==> src/rtl/uart_pkg.sv <==
// Shared UART definitions: default line settings, receiver states and
// the clocks-per-bit helper used by the transmit and receive paths.
package uart_pkg;

  localparam int unsigned DEF_CLK_FREQ  = 100_000_000;
  localparam int unsigned DEF_BAUD_RATE = 115_200;

  typedef enum logic [1:0] {
    IDLE,
    START,
    DATA,
    STOP
  } rx_state_t;

  // Whole clock cycles per bit; the fractional part is dropped.
  function automatic int unsigned clks_per_bit(
    input int unsigned clk_freq,
    input int unsigned baud_rate
  );
    return clk_freq / baud_rate;
  endfunction

endpackage

==> src/rtl/uart_sync2.sv <==
// Two-flop synchronizer for asynchronous inputs.
// Both stages reset to RST_VAL so an idle-high line stays quiet after reset.
module uart_sync2 #(
  parameter int unsigned WIDTH   = 1,
  parameter logic        RST_VAL = 1'b1
) (
  input  logic             clk,
  input  logic             rst,
  input  logic [WIDTH-1:0] d,
  output logic [WIDTH-1:0] q
);

  logic [WIDTH-1:0] meta;

  // Two register stages to settle metastability before use.
  always_ff @(posedge clk) begin
    if (rst) begin
      meta <= {WIDTH{RST_VAL}};
      q    <= {WIDTH{RST_VAL}};
    end else begin
      meta <= d;
      q    <= meta;
    end
  end

endmodule

==> src/rtl/uart_rx_stream.sv <==
// UART 8N1 receiver presenting bytes on a valid/ready stream.
// One byte is held; a completed byte arriving while it is unread is dropped.
module uart_rx_stream
  import uart_pkg::*;
#(
  parameter int unsigned CLK_FREQ  = DEF_CLK_FREQ,
  parameter int unsigned BAUD_RATE = DEF_BAUD_RATE,
  parameter int unsigned DATA_BITS = 8
) (
  input  logic                 clk_i,
  input  logic                 rst_i,
  input  logic                 rxd_i,
  output logic [DATA_BITS-1:0] data_o,
  output logic                 valid_o,
  input  logic                 ready_i,
  output logic                 frame_error_o,
  output logic                 overrun_error_o,
  output logic                 busy_o
);

  localparam int unsigned CPB = clks_per_bit(CLK_FREQ, BAUD_RATE);
  localparam int unsigned CW  = (CPB > 1) ? $clog2(CPB) : 1;
  localparam int unsigned IW  = (DATA_BITS > 1) ? $clog2(DATA_BITS) : 1;

  localparam logic [CW-1:0] BIT_END  = CW'(CPB - 1);
  localparam logic [CW-1:0] HALF_END = CW'(CPB / 2 - 1);
  localparam logic [IW-1:0] IDX_END  = IW'(DATA_BITS - 1);

  rx_state_t state, state_n;

  logic                 rxd_s;
  logic                 rxd_q;
  logic                 fall;
  logic [CW-1:0]        cnt, cnt_n;
  logic [IW-1:0]        idx, idx_n;
  logic [DATA_BITS-1:0] shift, shift_n;
  logic                 done, done_n;
  logic                 ferr_n;

  uart_sync2 #(
    .WIDTH   (1),
    .RST_VAL (1'b1)
  ) u_sync (
    .clk (clk_i),
    .rst (rst_i),
    .d   (rxd_i),
    .q   (rxd_s)
  );

  assign fall   = rxd_q & ~rxd_s;
  assign busy_o = (state != IDLE);

  // Previous synchronized level for start-edge detection.
  always_ff @(posedge clk_i) begin
    if (rst_i) rxd_q <= 1'b1;
    else       rxd_q <= rxd_s;
  end

  // Next-state logic: half-bit start check, then mid-bit sampling.
  always_comb begin
    state_n = state;
    cnt_n   = cnt;
    idx_n   = idx;
    shift_n = shift;
    done_n  = 1'b0;
    ferr_n  = 1'b0;
    unique case (state)
      IDLE: begin
        if (fall) begin
          cnt_n   = '0;
          state_n = START;
        end
      end
      START: begin
        if (cnt == HALF_END) begin
          cnt_n   = '0;
          idx_n   = '0;
          state_n = rxd_s ? IDLE : DATA;
        end else begin
          cnt_n = cnt + 1'b1;
        end
      end
      DATA: begin
        if (cnt == BIT_END) begin
          cnt_n        = '0;
          shift_n[idx] = rxd_s;
          if (idx == IDX_END) state_n = STOP;
          else                idx_n   = idx + 1'b1;
        end else begin
          cnt_n = cnt + 1'b1;
        end
      end
      STOP: begin
        if (cnt == BIT_END) begin
          cnt_n   = '0;
          state_n = IDLE;
          done_n  = rxd_s;
          ferr_n  = ~rxd_s;
        end else begin
          cnt_n = cnt + 1'b1;
        end
      end
      default: state_n = IDLE;
    endcase
  end

  // Receiver state, counters, shift register and stop-sample flags.
  always_ff @(posedge clk_i) begin
    if (rst_i) begin
      state         <= IDLE;
      cnt           <= '0;
      idx           <= '0;
      shift         <= '0;
      done          <= 1'b0;
      frame_error_o <= 1'b0;
    end else begin
      state         <= state_n;
      cnt           <= cnt_n;
      idx           <= idx_n;
      shift         <= shift_n;
      done          <= done_n;
      frame_error_o <= ferr_n;
    end
  end

  // Output holding register: load, hold until accepted, or flag overrun.
  always_ff @(posedge clk_i) begin
    if (rst_i) begin
      data_o          <= '0;
      valid_o         <= 1'b0;
      overrun_error_o <= 1'b0;
    end else begin
      overrun_error_o <= 1'b0;
      if (done) begin
        if (!valid_o || ready_i) begin
          data_o  <= shift;
          valid_o <= 1'b1;
        end else begin
          overrun_error_o <= 1'b1;
        end
      end else if (valid_o && ready_i) begin
        valid_o <= 1'b0;
      end
    end
  end

endmodule
==> config.mk <==
export PLATFORM = sky130hd
export DESIGN_NAME = uart_rx_stream
export DESIGN_NICKNAME = d
export VERILOG_FILES = /design/src/rtl/uart_pkg.sv /design/src/rtl/uart_sync2.sv /design/src/rtl/uart_rx_stream.sv
export SDC_FILE = /design/constraint.sdc
export NUM_CORES = 1
export LEC_CHECK = 0
export BUFFER_PORTS_ARGS = -buffer_cell sky130_fd_sc_hd__buf_2
export CAP_MARGIN = 20
export CORE_MARGIN = 2
export CORE_UTILIZATION = 62
export CTS_CLUSTER_DIAMETER = 200
export DETAILED_ROUTE_END_ITERATION = 10
export PLACE_DENSITY = 0.89
export SYNTH_ARGS = -nofsm -noshare
export SYNTH_HDL_FRONTEND = slang
export SYNTH_SLANG_ARGS = --single-unit
==> constraint.sdc <==
create_clock -name clk_i -period 5.95 [get_ports clk_i]
set_clock_uncertainty 0.15 [all_clocks]
set_input_delay 1.19 -clock clk_i [delete_from_list [all_inputs] [get_ports clk_i]]
set_output_delay 1.19 -clock clk_i [all_outputs]
set_load 0.01 [all_outputs]
After elaboration in Yosys (flattened, before gate mapping)
Index checks and enable logic that the tools add are counted.
{"block": "classes", "n_bitwise": 5, "n_lt_le_gt_ge": 2, "n_reduce_logical": 16, "add_sub_neg": 2, "n_eq_ne": 13, "muxes": 22}
{"operator": "$mux W10", "n": 3}
{"operator": "$pmux W10 S3", "n": 1}
{"operator": "$mux W2", "n": 6}
{"operator": "$ne A2 B2 Y1 const B", "n": 6}
{"operator": "$add A10 B1 Y10 const B", "n": 1}
{"operator": "$eq A10 B10 Y1 const B", "n": 1}
{"operator": "$eq A10 B9 Y1 const B", "n": 1}
{"operator": "$mux W3", "n": 3}
{"operator": "$bwmux W8", "n": 1}
{"operator": "$pmux W2 S4", "n": 1}
{"operator": "$pmux W3 S2", "n": 1}
{"operator": "$reduce_and A2 Y1", "n": 3}
{"operator": "$reduce_bool A2 Y1", "n": 3}
{"operator": "$mux W1", "n": 5}
{"operator": "$reduce_and A5 Y1", "n": 1}
{"operator": "$eq A2 B2 Y1 const B", "n": 2}
{"operator": "$lt A3 B4 Y1 const B", "n": 1}
{"operator": "$not A1 Y1", "n": 4}
{"operator": "$reduce_and A4 Y1", "n": 1}
{"operator": "$reduce_or A2 Y1", "n": 2}
{"operator": "$add A3 B1 Y3 const B", "n": 1}
{"operator": "$demux W1 S3", "n": 1}
{"operator": "$eq A3 B3 Y1 const B", "n": 1}
{"operator": "$ge A3 B1 Y1 const B", "n": 1}
{"operator": "8 further kinds", "n": 9}
{"block": "totals", "out_inout_bits": 12, "input_bits": 4, "ff_bits": 38}

Depth between registers and ports, before layout
{"block": "depth", "ltp_word": 5, "depth_mapped": 8, "ltp_nobuf": 7}

Cells and area by module
From an unflattened synthesis, not the netlist that was laid out.
{"block": "hier_totals", "cells_unflattened": 207, "area_unflattened_um2": 1978.1}
{"module": "uart_rx_stream", "cells_each": 203, "area_per_inst_um2": 1925.6, "n_inst": 1, "seq_area_each_um2": 720.7}
{"module": "uart_sync2", "cells_each": 4, "area_per_inst_um2": 52.6, "n_inst": 1, "seq_area_each_um2": 40.0}

Least setup slack after synthesis
Ideal clock, no wire load.
{"block": "synth_path", "path_kind": "input-to-reg", "from": "in rst_i", "to": "reg cnt[4]", "required_ns": 5.726, "path_slack_ns": 3.477, "n_path_buf": 1, "path_stages": 4, "arrival_ns": 2.249, "setup_ns": 0.074, "cell_sequence": "o32ai_1 clkbuf_1 nand2_1 a31oi_1"}
{"item": "start: declaration", "line": "uart_rx_stream.sv:11", "source": "input logic rst_i,"}
{"item": "end signal: assignment", "line": "uart_rx_stream.sv:118", "source": "cnt <= cnt_n;"}
{"item": "end: declaration", "line": "uart_rx_stream.sv:34", "source": "logic [CW-1:0] cnt, cnt_n;"}

Worst setup path in the final report
{"block": "layout_path", "from": "reg state[0]", "to": "out busy_o"}
{"block": "layout_via", "elab_chain_cells": 1}
{"item": "start: declaration", "line": "uart_rx_stream.sv:29", "source": "rx_state_t state, state_n;"}
{"item": "start signal: assignment", "line": "uart_rx_stream.sv:117", "source": "state <= state_n;"}
{"item": "$reduce_bool A2 Y1", "line": "uart_rx_stream.sv:51", "source": "assign busy_o = (state != IDLE);"}
{"item": "end: declaration", "line": "uart_rx_stream.sv:18", "source": "output logic busy_o"}
Every way passes these cells.

==> metrics.md <==
| Metric | Value |
|---|---|
| Mapped Area | `1700 sq um` |
| R2r worst-path depth | `5` |
| Buf/Inv on CP | `2` |
| Ys flop type | `dfxtp_1` |
| WL/cell | `14.4 microns` |
| Max-cap violations | `0` |
| CP Max Fanout | `9` |
| DR iter-0 viols | `37` |
| Setup CP Type | `register to output pin` |
| Synth area leaders | `dfxtp_1 45%, mux2i_1 10%, nor2_1 7.3%` |
| Hold depth | `1` |
| Crit-path max cell delay | `0.49 ns` |
| Total power | `0.411 mW` |
| Share of cells above drive strength 1 | `16.2%` |
| Cell family with most CP delay | `flip-flops` |
| Routability cong. | `0.878` |
| DRT Wirelength | `3370 microns` |
| Met3 WL | `160 microns` |
| Post-synth top area cell | `dfxtp_1` |
| Pleak | `0.764 nW` |
| Average cell area after synthesis | `8.91 sq um` |
| Pwr/cell area | `224 nW/um^2` |
| Top layer in use | `met4` |
| Setup TNS | `0 ns` |
| Global-route wire length before repair | `5820 microns` |
| Seq/Total Area, Yosys | `44.7%` |
| Count leader, synth | `dfxtp_1` |
| Congestion Overflow GR | `0` |
| Worst-Skew Late Latency | `0.35 ns` |
| DRT met1 WL | `1440 microns` |
| Area fraction of the dominant cell type after synthesis | `44.7%` |
| WP data arrival | `1.13 ns` |
| Yosys cell types | `37` |
| Core Footprint | `2540 sq um` |
| Syn Nets | `199` |
| Max Fclk | `0.405 GHz` |
| CP cell instances | `nor2_1 > inv_1 > buf_2` |
| Filler cell count | `207` |
| Initial antenna violation count | `0` |
| Clk root buf | `clkbuf_4` |
| Slew HR | `31.9%` |
| Mapped Cells | `191` |
| Layout area overhead | `7.94%` |
| Die H | `56.4 microns` |
| Worst-Margin Slew | `1.01 ns` |
| Reg-to-Reg Start | `cnt[2]` |
| Largest net degree at the start of global routing | `32` |
| Final hold vios | `0` |
| Starting Density | `66.9%` |
| Core Rows | `18` |
| Flops & latches, synth | `38` |
| CTS tree | `done` |
| Period utilization | `41.5%` |
| Die width | `56.4 microns` |
| Post_cts resized | `0` |
| Antenna fix cells | `0` |
| CP Capture Type | `output pin` |
| Met2 WL | `1700 microns` |
| Max VDD drop | `0.000218 V` |
| Vias | `1378` |
| Hpwl dp | `2430 microns` |
| DR pass1 iterations | `4` |
| GRT Total Usage | `23.7%` |
| R2R Setup Slk | `3.56 ns` |
| EDFF count, synth | `0` |
| Hold EP | `u_sync.q` |
| Placement Setup Slack | `3.24 ns` |
| PnR worst setup slack | `3.48 ns` |
| Post-route ant nets | `0` |
| Outcome | `completed` |
| Clk slew on worst S/H paths | `0.10 ns` |
| Max stage delay cell, worst path | `dfxtp_1` |
| Max Buffers Root-to-Sink | `2` |
| Top Ports | `16` |
| Post-layout nets | `211` |
| DR vias/cell | `5.89` |
| # DRC | `0` |
| H-tree levels | `2` |
| Post-CTS setup buffer count | `0` |
| Period minus WS final | `2.47 ns` |
| Vias in the first global route | `1348` |
| Req. time, crit path | `4.61 ns` |
| Die area | `3180 sq um` |
| Max-slew violations | `0` |
| Asr flop ratio synth | `0%` |
| Hold Buf Count CTS | `0` |
| Commonest cells in the netlist | `38 x dfxtp_1, 33 x nor2_1, 17 x mux2i_1` |
| YS warnings | `0` |
| Hold Path Origin | `u_sync.meta` |
| Port Buffers | `15` |
| RR Endpoint | `shift[6]` |
| Final Setup Violations | `0` |
| Clock sinks | `38` |
| CTS Buf Count | `5` |
| Startpoint Class | `register` |
| Hold WC Path Type | `register to register` |
| Unrepaired setup endpoints after global routing | `no` |
state kept, by name, indices dropped and copies added, names as in the netlist, named ones only:
name and count:
valid_o 1, done 1, cnt 10, overrun_error_o 1, idx 3, rxd_q 1
state 1, u_sync.meta 1, data_o 8, frame_error_o 1, u_sync.q 1, shift 8
per-stage QoR:
step / instances / util [%] / area (sq um) / hold WS [ns]
floorplan: 191 / - / 1700 / 0.239
global placement: 226 / 69.8 / 1780 / 0.246
detailed placement: 226 / 69.8 / 1780 / 0.255
CTS: 234 / 72.2 / 1840 / 0.284
global route: 234 / 72.2 / 1840 / 0.292
finish: 234 / 72.2 / 1840 / 0.278
metal layers:
layer  global-route usage [%]  vias to the layer above
met5                        0                        -
met2                     40.2                       37
li1                         -                      696
met4                     11.2                        0
met1                     26.9                      637
met3                     7.37                        8
kinds of logic (layout without fill, tap and decap cells):
kind of cell	count (synthesis)	count (layout)	share of synthesized area, %
AND/OR/NAND/NOR	83	83	27.1
flip-flops	38	38	44.7
AO/OA/AOI/OAI	30	30	10.6
buffers and inverters	18	31	4.19
multiplexers	17	17	10.0
adder cells (fa/ha/maj)	4	4	2.94
XOR/XNOR	1	1	0.515
final cells by class:
class                           count  area [sq um]  area share [%]
Multi-Input combinational cell    135           870            47.3
Sequential cell                    38           761            41.4
Timing Repair Buffer               16          82.6            4.50
Clock buffer                        7          55.1            3.00
Tap cell                           30          37.5            2.04
Inverter                            7          26.3            1.43
Clock inverter                      1          5.00           0.272
how the worst max path moves through the flow:
stage               depth (start not counted)        end  startpoint  slack [ns]
global placement                            6     cnt[3]       rst_i        3.33
finish                                      3     busy_o    state[0]        3.48
detailed placement                          4  data_o[7]     ready_i        3.24
global route                                6   shift[6]      cnt[0]        3.29
floorplan                                   4     cnt[4]       rst_i        3.48
CTS                                         3     busy_o    state[0]        3.49
cell usage in the layout (no fill, tap or decap), types with 2 or more instances in the layout:
master / instances
nand2_1: 12
a31oi_1: 6
nand4_1: 2
nor4_1: 3
mux2i_1: 17
nor3_1: 2
buf_2: 15
nor4b_4: 2
nand2b_1: 5
or3_1: 2
nand4b_1: 3
nor2_1: 33
ha_1: 4
a21oi_1: 11
clkbuf_4: 5
dfxtp_1: 38
inv_1: 7
or2_2: 6
nand3_1: 6
o21ai_0: 5
power by group:
group / total (mW) / switching [mW] / internal, mW
Sequential: 0.260 / 0.00345 / 0.256
Clock: 0.135 / 0.0779 / 0.0572
Combinational: 0.0158 / 0.0102 / 0.00558
Total: 0.411 / 0.0915 / 0.319
(Power assumes the default switching activity.)
